File: config.mk
export PLATFORM = sky130hd
export DESIGN_NAME = mem_test_checker_adder
export DESIGN_NICKNAME = d
export VERILOG_FILES = /design/src/rtl/mem_test_checker_adder.sv
export SDC_FILE = /design/constraint.sdc
export NUM_CORES = 1
export LEC_CHECK = 0
export BUFFER_PORTS_ARGS = -buffer_cell sky130_fd_sc_hd__buf_2
export CAP_MARGIN = 15
export CELL_PAD_IN_SITES_DETAIL_PLACEMENT = 2
export CELL_PAD_IN_SITES_GLOBAL_PLACEMENT = 2
export CORE_MARGIN = 8
export CORE_UTILIZATION = 22
export DETAILED_ROUTE_END_ITERATION = 10
export PLACE_DENSITY = 0.87
export SLEW_MARGIN = 20
export SYNTH_ARGS = -nofsm -noshare
export SYNTH_HDL_FRONTEND = slang
export SYNTH_SLANG_ARGS = --single-unit
export TNS_END_PERCENT = 30
File: constraint.sdc
create_clock -name vclk -period 2.8
set_input_delay 0.14 -clock vclk [all_inputs]
set_output_delay 0.14 -clock vclk [all_outputs]
set_load 0.02 [all_outputs]
File: src/rtl/mem_test_checker_adder.sv
// mem_test_checker_adder: plain unsigned adder with carry-out.
//   p_WIDTH     : operand width
//   i_DIN0/1    : operands
//   o_DOUT      : sum, modulo 2**p_WIDTH
//   o_OVERFLOW  : carry out of the top bit
module mem_test_checker_adder #(
  parameter int unsigned p_WIDTH = 8
) (
  input  logic [p_WIDTH-1:0] i_DIN0,
  input  logic [p_WIDTH-1:0] i_DIN1,
  output logic [p_WIDTH-1:0] o_DOUT,
  output logic               o_OVERFLOW
);

  assign {o_OVERFLOW, o_DOUT} = {1'b0, i_DIN0} + {1'b0, i_DIN1};

endmodule

==> results.ini, run 1 <==
[die]
start_util_pct = 22.6
dieArea_um2 = 2960
die_height_um = 54.4
core_area_um2 = 1440
rows = 14
pin_count = 25
die_x_um = 54.4

[power_and_ir_drop]
seqPwrFrac_pct = 0
switchingPower_w = 0.0000825
power_leakage_nw = 0.256
power_w = 0.000137
power_density_nw_per_um2 = 293
power.internal_w = 0.0000550
combPwrFrac_pct = 100.0
swShare_pct = 60.0
ir_drop_uv = 80.2
clkPwrFrac_pct = 0

[run_status]
status = completed

[flow_run]
maxCapViolCount = 0

[route]
routed_wl_mm = 1.19
dr.first_iter.drc_count = 3
viasPerCell = 5.06
num_vias = 420
drc = 0
drt_pass1_iterations = 2
postRouteAntennaNets = 0
wl_per_cell_um = 14.4

[layout]
drive_above_1_share_pct = 38.8
diodes = 0
n_sequential_cell = 0
final_common_cell = buf_2
syn_to_final_growth_pct = 44.8
layout_common_cells = 25 x buf_2, 8 x ha_1, 5 x a21oi_1
seq_area_um2 = 0
fin_nets = 94
nClkBuffers = 0
stdcell_count = 83

[global_routing]
grt_max_degree = 7
antenna_found_initial = 0
grt_pass1_wl_mm = 1.98
grt_pass1_vias = 450
grt_overflow = 0
grt_usage_pct = 8.30

[synthesis]
synth_sequential_area_ratio_pct = 0
synth_nets = 67
syn_inst = 42
syn_area_per_cell_um2 = 7.72
netlist_area_um2 = 324
synthDistinctLibCells = 20
yosysWarnings = 0

[setup_path]
arrival_ps = 1640
startpoint_type = input port
crit_start = i_DIN0[0]
cp-end-kind = output pin
criticalPathCategory = input port to output pin
path_max_fanout = 2
worstPathRequired_ps = 2660
cp_cell_sequence = buf_2, ha_1, fa_1, a21oi_1, nor2_1, nor2_1, xnor2_1, buf_2
cpPeakStageDelay_ps = 420
critPathSlowestCell = fa_1

[sta]
setup_violations = 0
timing.final.max_slew_violations = 0
whs_ps = 618
min_period_over_period_pct = 63.5
worstMarginPinSlew_ps = 346
tns_ps = 0
rsz0062_at_grt = no
period_needed_ps = 1780
finalHoldViolCount = 0
slew_headroom_pct = 76.4
max_freq_ghz = 0.563

[clock_network]
cts_resized = 0
ctsHoldBuffers = 0
post-cts-setup-buffers = 0

[placement]
hpwl_mm = 1.13
port_buffers = 25
gp_congestion = 0.644
dp.cells = 83

[hold_path]
min_from = i_DIN1[0]
hold_class = input port to output pin

==> cells by family (layout without fill, tap and decap cells) <==
| family | after synthesis | in the layout | share of synthesized area, % |
|---|---|---|---|
| muxes | 1 | 1 | 3.09 |
| buffers and inverters | 3 | 28 | 3.47 |
| xor gates and xnor gates | 4 | 4 | 10.8 |
| AOI/OAI and AO/OA | 13 | 13 | 27.8 |
| and+or+nand+nor | 12 | 12 | 17.8 |
| adders and majority gates | 9 | 9 | 37.1 |
==> power by group through the flow <==
| stage | Sequential (W) | Combinational [W] | Clock (W) |
|---|---|---|---|
| final | 0 | 0.000137 | 0 |
| after CTS | 0 | 0.000141 | 0 |
| after detailed placement | 0 | 0.000140 | 0 |
| after floorplan | 0 | 0.0000922 | 0 |
| after global routing | 0 | 0.000152 | 0 |
| after global placement | 0 | 0.000134 | 0 |
==> layout make-up <==
cell class                 count  area [um^2]
tap                           16         20.0
timing repair buffer          25          125
multi-input combinational     39          313
fill                         202          967
inverter                       3         11.3
==> routing by layer <==
| metal | track usage [%] | share of wire, % | routed length, um | vias to the layer above |
|---|---|---|---|---|
| met4 | 0 | 0 | 0 | 0 |
| met5 | 0 | 0 | 0 | - |
| met1 | 9.04 | 39 | 464 | 198 |
| met2 | 17.7 | 53 | 636 | 12 |
| met3 | 0.272 | 7.7 | 92 | 0 |
| li1 | - | - | - | 210 |
==> Yosys cell counts <==
cell | count | area share, %
a2111oi_0 | 1 | 2.7
a21o_1 | 2 | 4.6
a21oi_1 | 5 | 7.7
a221oi_1 | 1 | 2.7
a311o_1 | 2 | 6.2
fa_1 | 1 | 6.2
ha_1 | 8 | 31
inv_1 | 2 | 2.3
inv_2 | 1 | 1.2
mux2i_1 | 1 | 3.1
nand2_1 | 3 | 3.5
nand3_1 | 2 | 3.1
nor2_1 | 2 | 2.3
nor2b_1 | 2 | 3.9
nor3_1 | 2 | 3.1
nor4_1 | 1 | 1.9
o21ai_0 | 1 | 1.5
o21bai_1 | 1 | 2.3
xnor2_1 | 2 | 5.4
xor2_1 | 2 | 5.4
==> worst max-delay path: cells and delay by family <==
family                   cells  cell delay (ps)
adder cells (fa/ha/maj)      2              650
buffers and inverters        2              290
AO/OA/AOI/OAI                1              230
AND/OR/NAND/NOR              2              210
XOR/XNOR                     1              130
==> path summary, 6_finish.rpt <==
| path | end | slack (ps) | depth (start not counted) |
|---|---|---|---|
| worst max-delay path | o_DOUT[6] | 1020 | 8 |
| worst min-delay path | o_DOUT[0] | 620 | 3 |
==> metrics by stage <==
| step | worst slack, ps | util (%) | cell area [um^2] |
|---|---|---|---|
| after detailed placement | 1020 | 32.7 | 469 |
| after CTS | 1010 | 32.7 | 469 |
| final | 1020 | 32.7 | 469 |
| after global placement | 1050 | 32.7 | 469 |
| after global routing | 879 | 32.7 | 469 |
| after floorplan | 1300 | - | 324 |
Power figures use the tool's default switching activity.
==> run 2: changes to the inputs <==
CORE_UTILIZATION = 19   (was 22)
PLACE_DENSITY = 0.79   (was 0.87)
clock period = 1.6 ns   (was 2.8 ns; I/O delays follow)
==> run 2 against run 1 <==
Against the previous run: worst setup slack got worse by 980 ps; die area increased by 11%; first-iteration DRC count is 33% lower; global-route usage shrank 1.1 points; highest routed layer unchanged; critical path depth unchanged.
==> results.ini, run 2 (synthesis gave the netlist of run 1 again) <==
[setup_path]
startpoint_type = input port
cpPeakStageDelay_ps = 380  ; -40 ps
path_max_fanout = 2  ; unchanged
critPathSlowestCell = fa_2
criticalPathCategory = input port to output pin
worstPathRequired_ps = 1520  ; -1140 ps
arrival_ps = 1480  ; -160 ps
cp-end-kind = output pin
cp_cell_sequence = buf_2, ha_1, fa_2, a21oi_2, nor2_1, nor2_2, xnor2_1, buf_2
cpMostUsedCell = buf_2

[placement]
port_buffers = 25  ; unchanged
gp_congestion = 0.711  ; +10%
pre_cts_ws_ps = -36.8  ; -1050 ps
hpwl_mm = 1.13  ; +0.50%

[die]
core_area_um2 = 1670  ; +16%
start_util_pct = 19.4  ; -3.2 points
pin_count = 25  ; unchanged
rows = 15  ; +1
die_x_um = 57.3  ; +5.4%
die_height_um = 57.3  ; +5.4%
dieArea_um2 = 3280  ; +11%

[layout]
drive_above_1_share_pct = 52.9  ; +14 points
final_common_cell = buf_2
n_sequential_cell = 0  ; unchanged
syn_to_final_growth_pct = 62.5
seq_area_um2 = 0  ; unchanged
post-route-util_pct = 31.5  ; -1.1 points
fin_nets = 97  ; +3.2%
nClkBuffers = 0  ; unchanged
diodes = 0  ; unchanged
layout_common_cells = 24 x buf_2, 7 x ha_1, 4 x buf_4

[power_and_ir_drop]
power_density_nw_per_um2 = 519  ; +77%
power_w = 0.000274  ; +99%
ir_drop_uv = 149  ; +86%
power_leakage_nw = 0.272  ; +6.6%

[sta]
worstMarginPinSlew_ps = 265  ; -80.8 ps
timing.final.max_slew_violations = 0  ; unchanged
setup_violations = 0  ; unchanged
setup_ws_ps = 43.5  ; -980 ps
slew_headroom_pct = 82.3  ; +5.9 points
rsz0062_at_grt = yes
finalHoldViolCount = 0  ; unchanged
min_period_over_period_pct = 97.3
period_needed_ps = 1560
max_freq_ghz = 0.642

[route]
drc = 0  ; unchanged
viasPerCell = 4.98  ; -1.6%
drt_pass1_iterations = 2  ; unchanged
routed_wl_mm = 1.30  ; +9.0%
dr.first_iter.drc_count = 2  ; -1
num_vias = 433  ; +3.1%
postRouteAntennaNets = 0  ; unchanged
wl_per_cell_um = 15.0  ; +4.0%

[global_routing]
grt_pass1_wl_mm = 2.01  ; +1.4%
grt_usage_pct = 7.15  ; -1.1 points
antenna_found_initial = 0  ; unchanged
grt_max_degree = 6  ; -1
grt_overflow = 0  ; unchanged
grt_pass1_vias = 460  ; +2.2%

[clock_network]
post-cts-setup-buffers = 0  ; unchanged
ctsHoldBuffers = 0  ; unchanged

[hold_path]
holdPathStages = 3  ; unchanged
whs_endpoint = o_DOUT[0]
hold_class = input port to output pin
min_from = i_DIN1[0]

[flow_run]
maxCapViolCount = 0  ; unchanged

[run_status]
status = completed

[run 2: worst max-delay path: cells and delay by family]
family | cells | cell delay, ps
compound gates | 1 | 170
xor+xnor | 1 | 150
fa+ha+maj | 2 | 600
buf+inv | 2 | 300
simple gates | 2 | 180
[run 2: what timing repair did]
action	in CTS	in global routing
endpoints found under the setup margin	3	5
pin swaps	0	1
resized for setup	2	8
[run 2: how the worst max path moves through the flow]
stage               from   endpoint  depth (start not counted)
2_1_floorplan  i_DIN0[0]  o_DOUT[4]                          5
3_3_place_gp   i_DIN0[0]  o_DOUT[6]                          8
6_report       i_DIN0[0]  o_DOUT[6]                          8
4_1_cts        i_DIN0[2]  o_DOUT[5]                          7
3_5_place_dp   i_DIN0[0]  o_DOUT[6]                          8
5_1_grt        i_DIN0[0]  o_DOUT[6]                          8
[run 2: power by group]
group	switching (W)	internal, W
clock network	0	0
logic	0.000158	0.000116
registers	0	0
total	0.000158	0.000116
[run 2: metal layers]
| layer | track usage (%) | share of wire [%] | vias up |
|---|---|---|---|
| li1 | - | - | 215 |
| met1 | 7.33 | 38 | 208 |
| met2 | 15.0 | 57 | 10 |
| met3 | 1.35 | 5.4 | 0 |
| met4 | 0 | 0 | 0 |
| met5 | 0 | 0 | - |
[run 2: area by class of cell]
cell class                 count  area (um^2)
fill                         199         1140
multi-input combinational     39          344
timing repair buffer          28          150
tap                           17         21.3
inverter                       3         11.3
[run 2: metrics by stage]
stage	hold slack [ps]	TNS (ps)	instances	cell area, um^2
finish	505	0	87	527
global route	535	-82.9	87	527
CTS	510	0	87	499
detailed placement	508	-79.8	87	493
global placement	497	0	87	493
floorplan	360	0	42	324
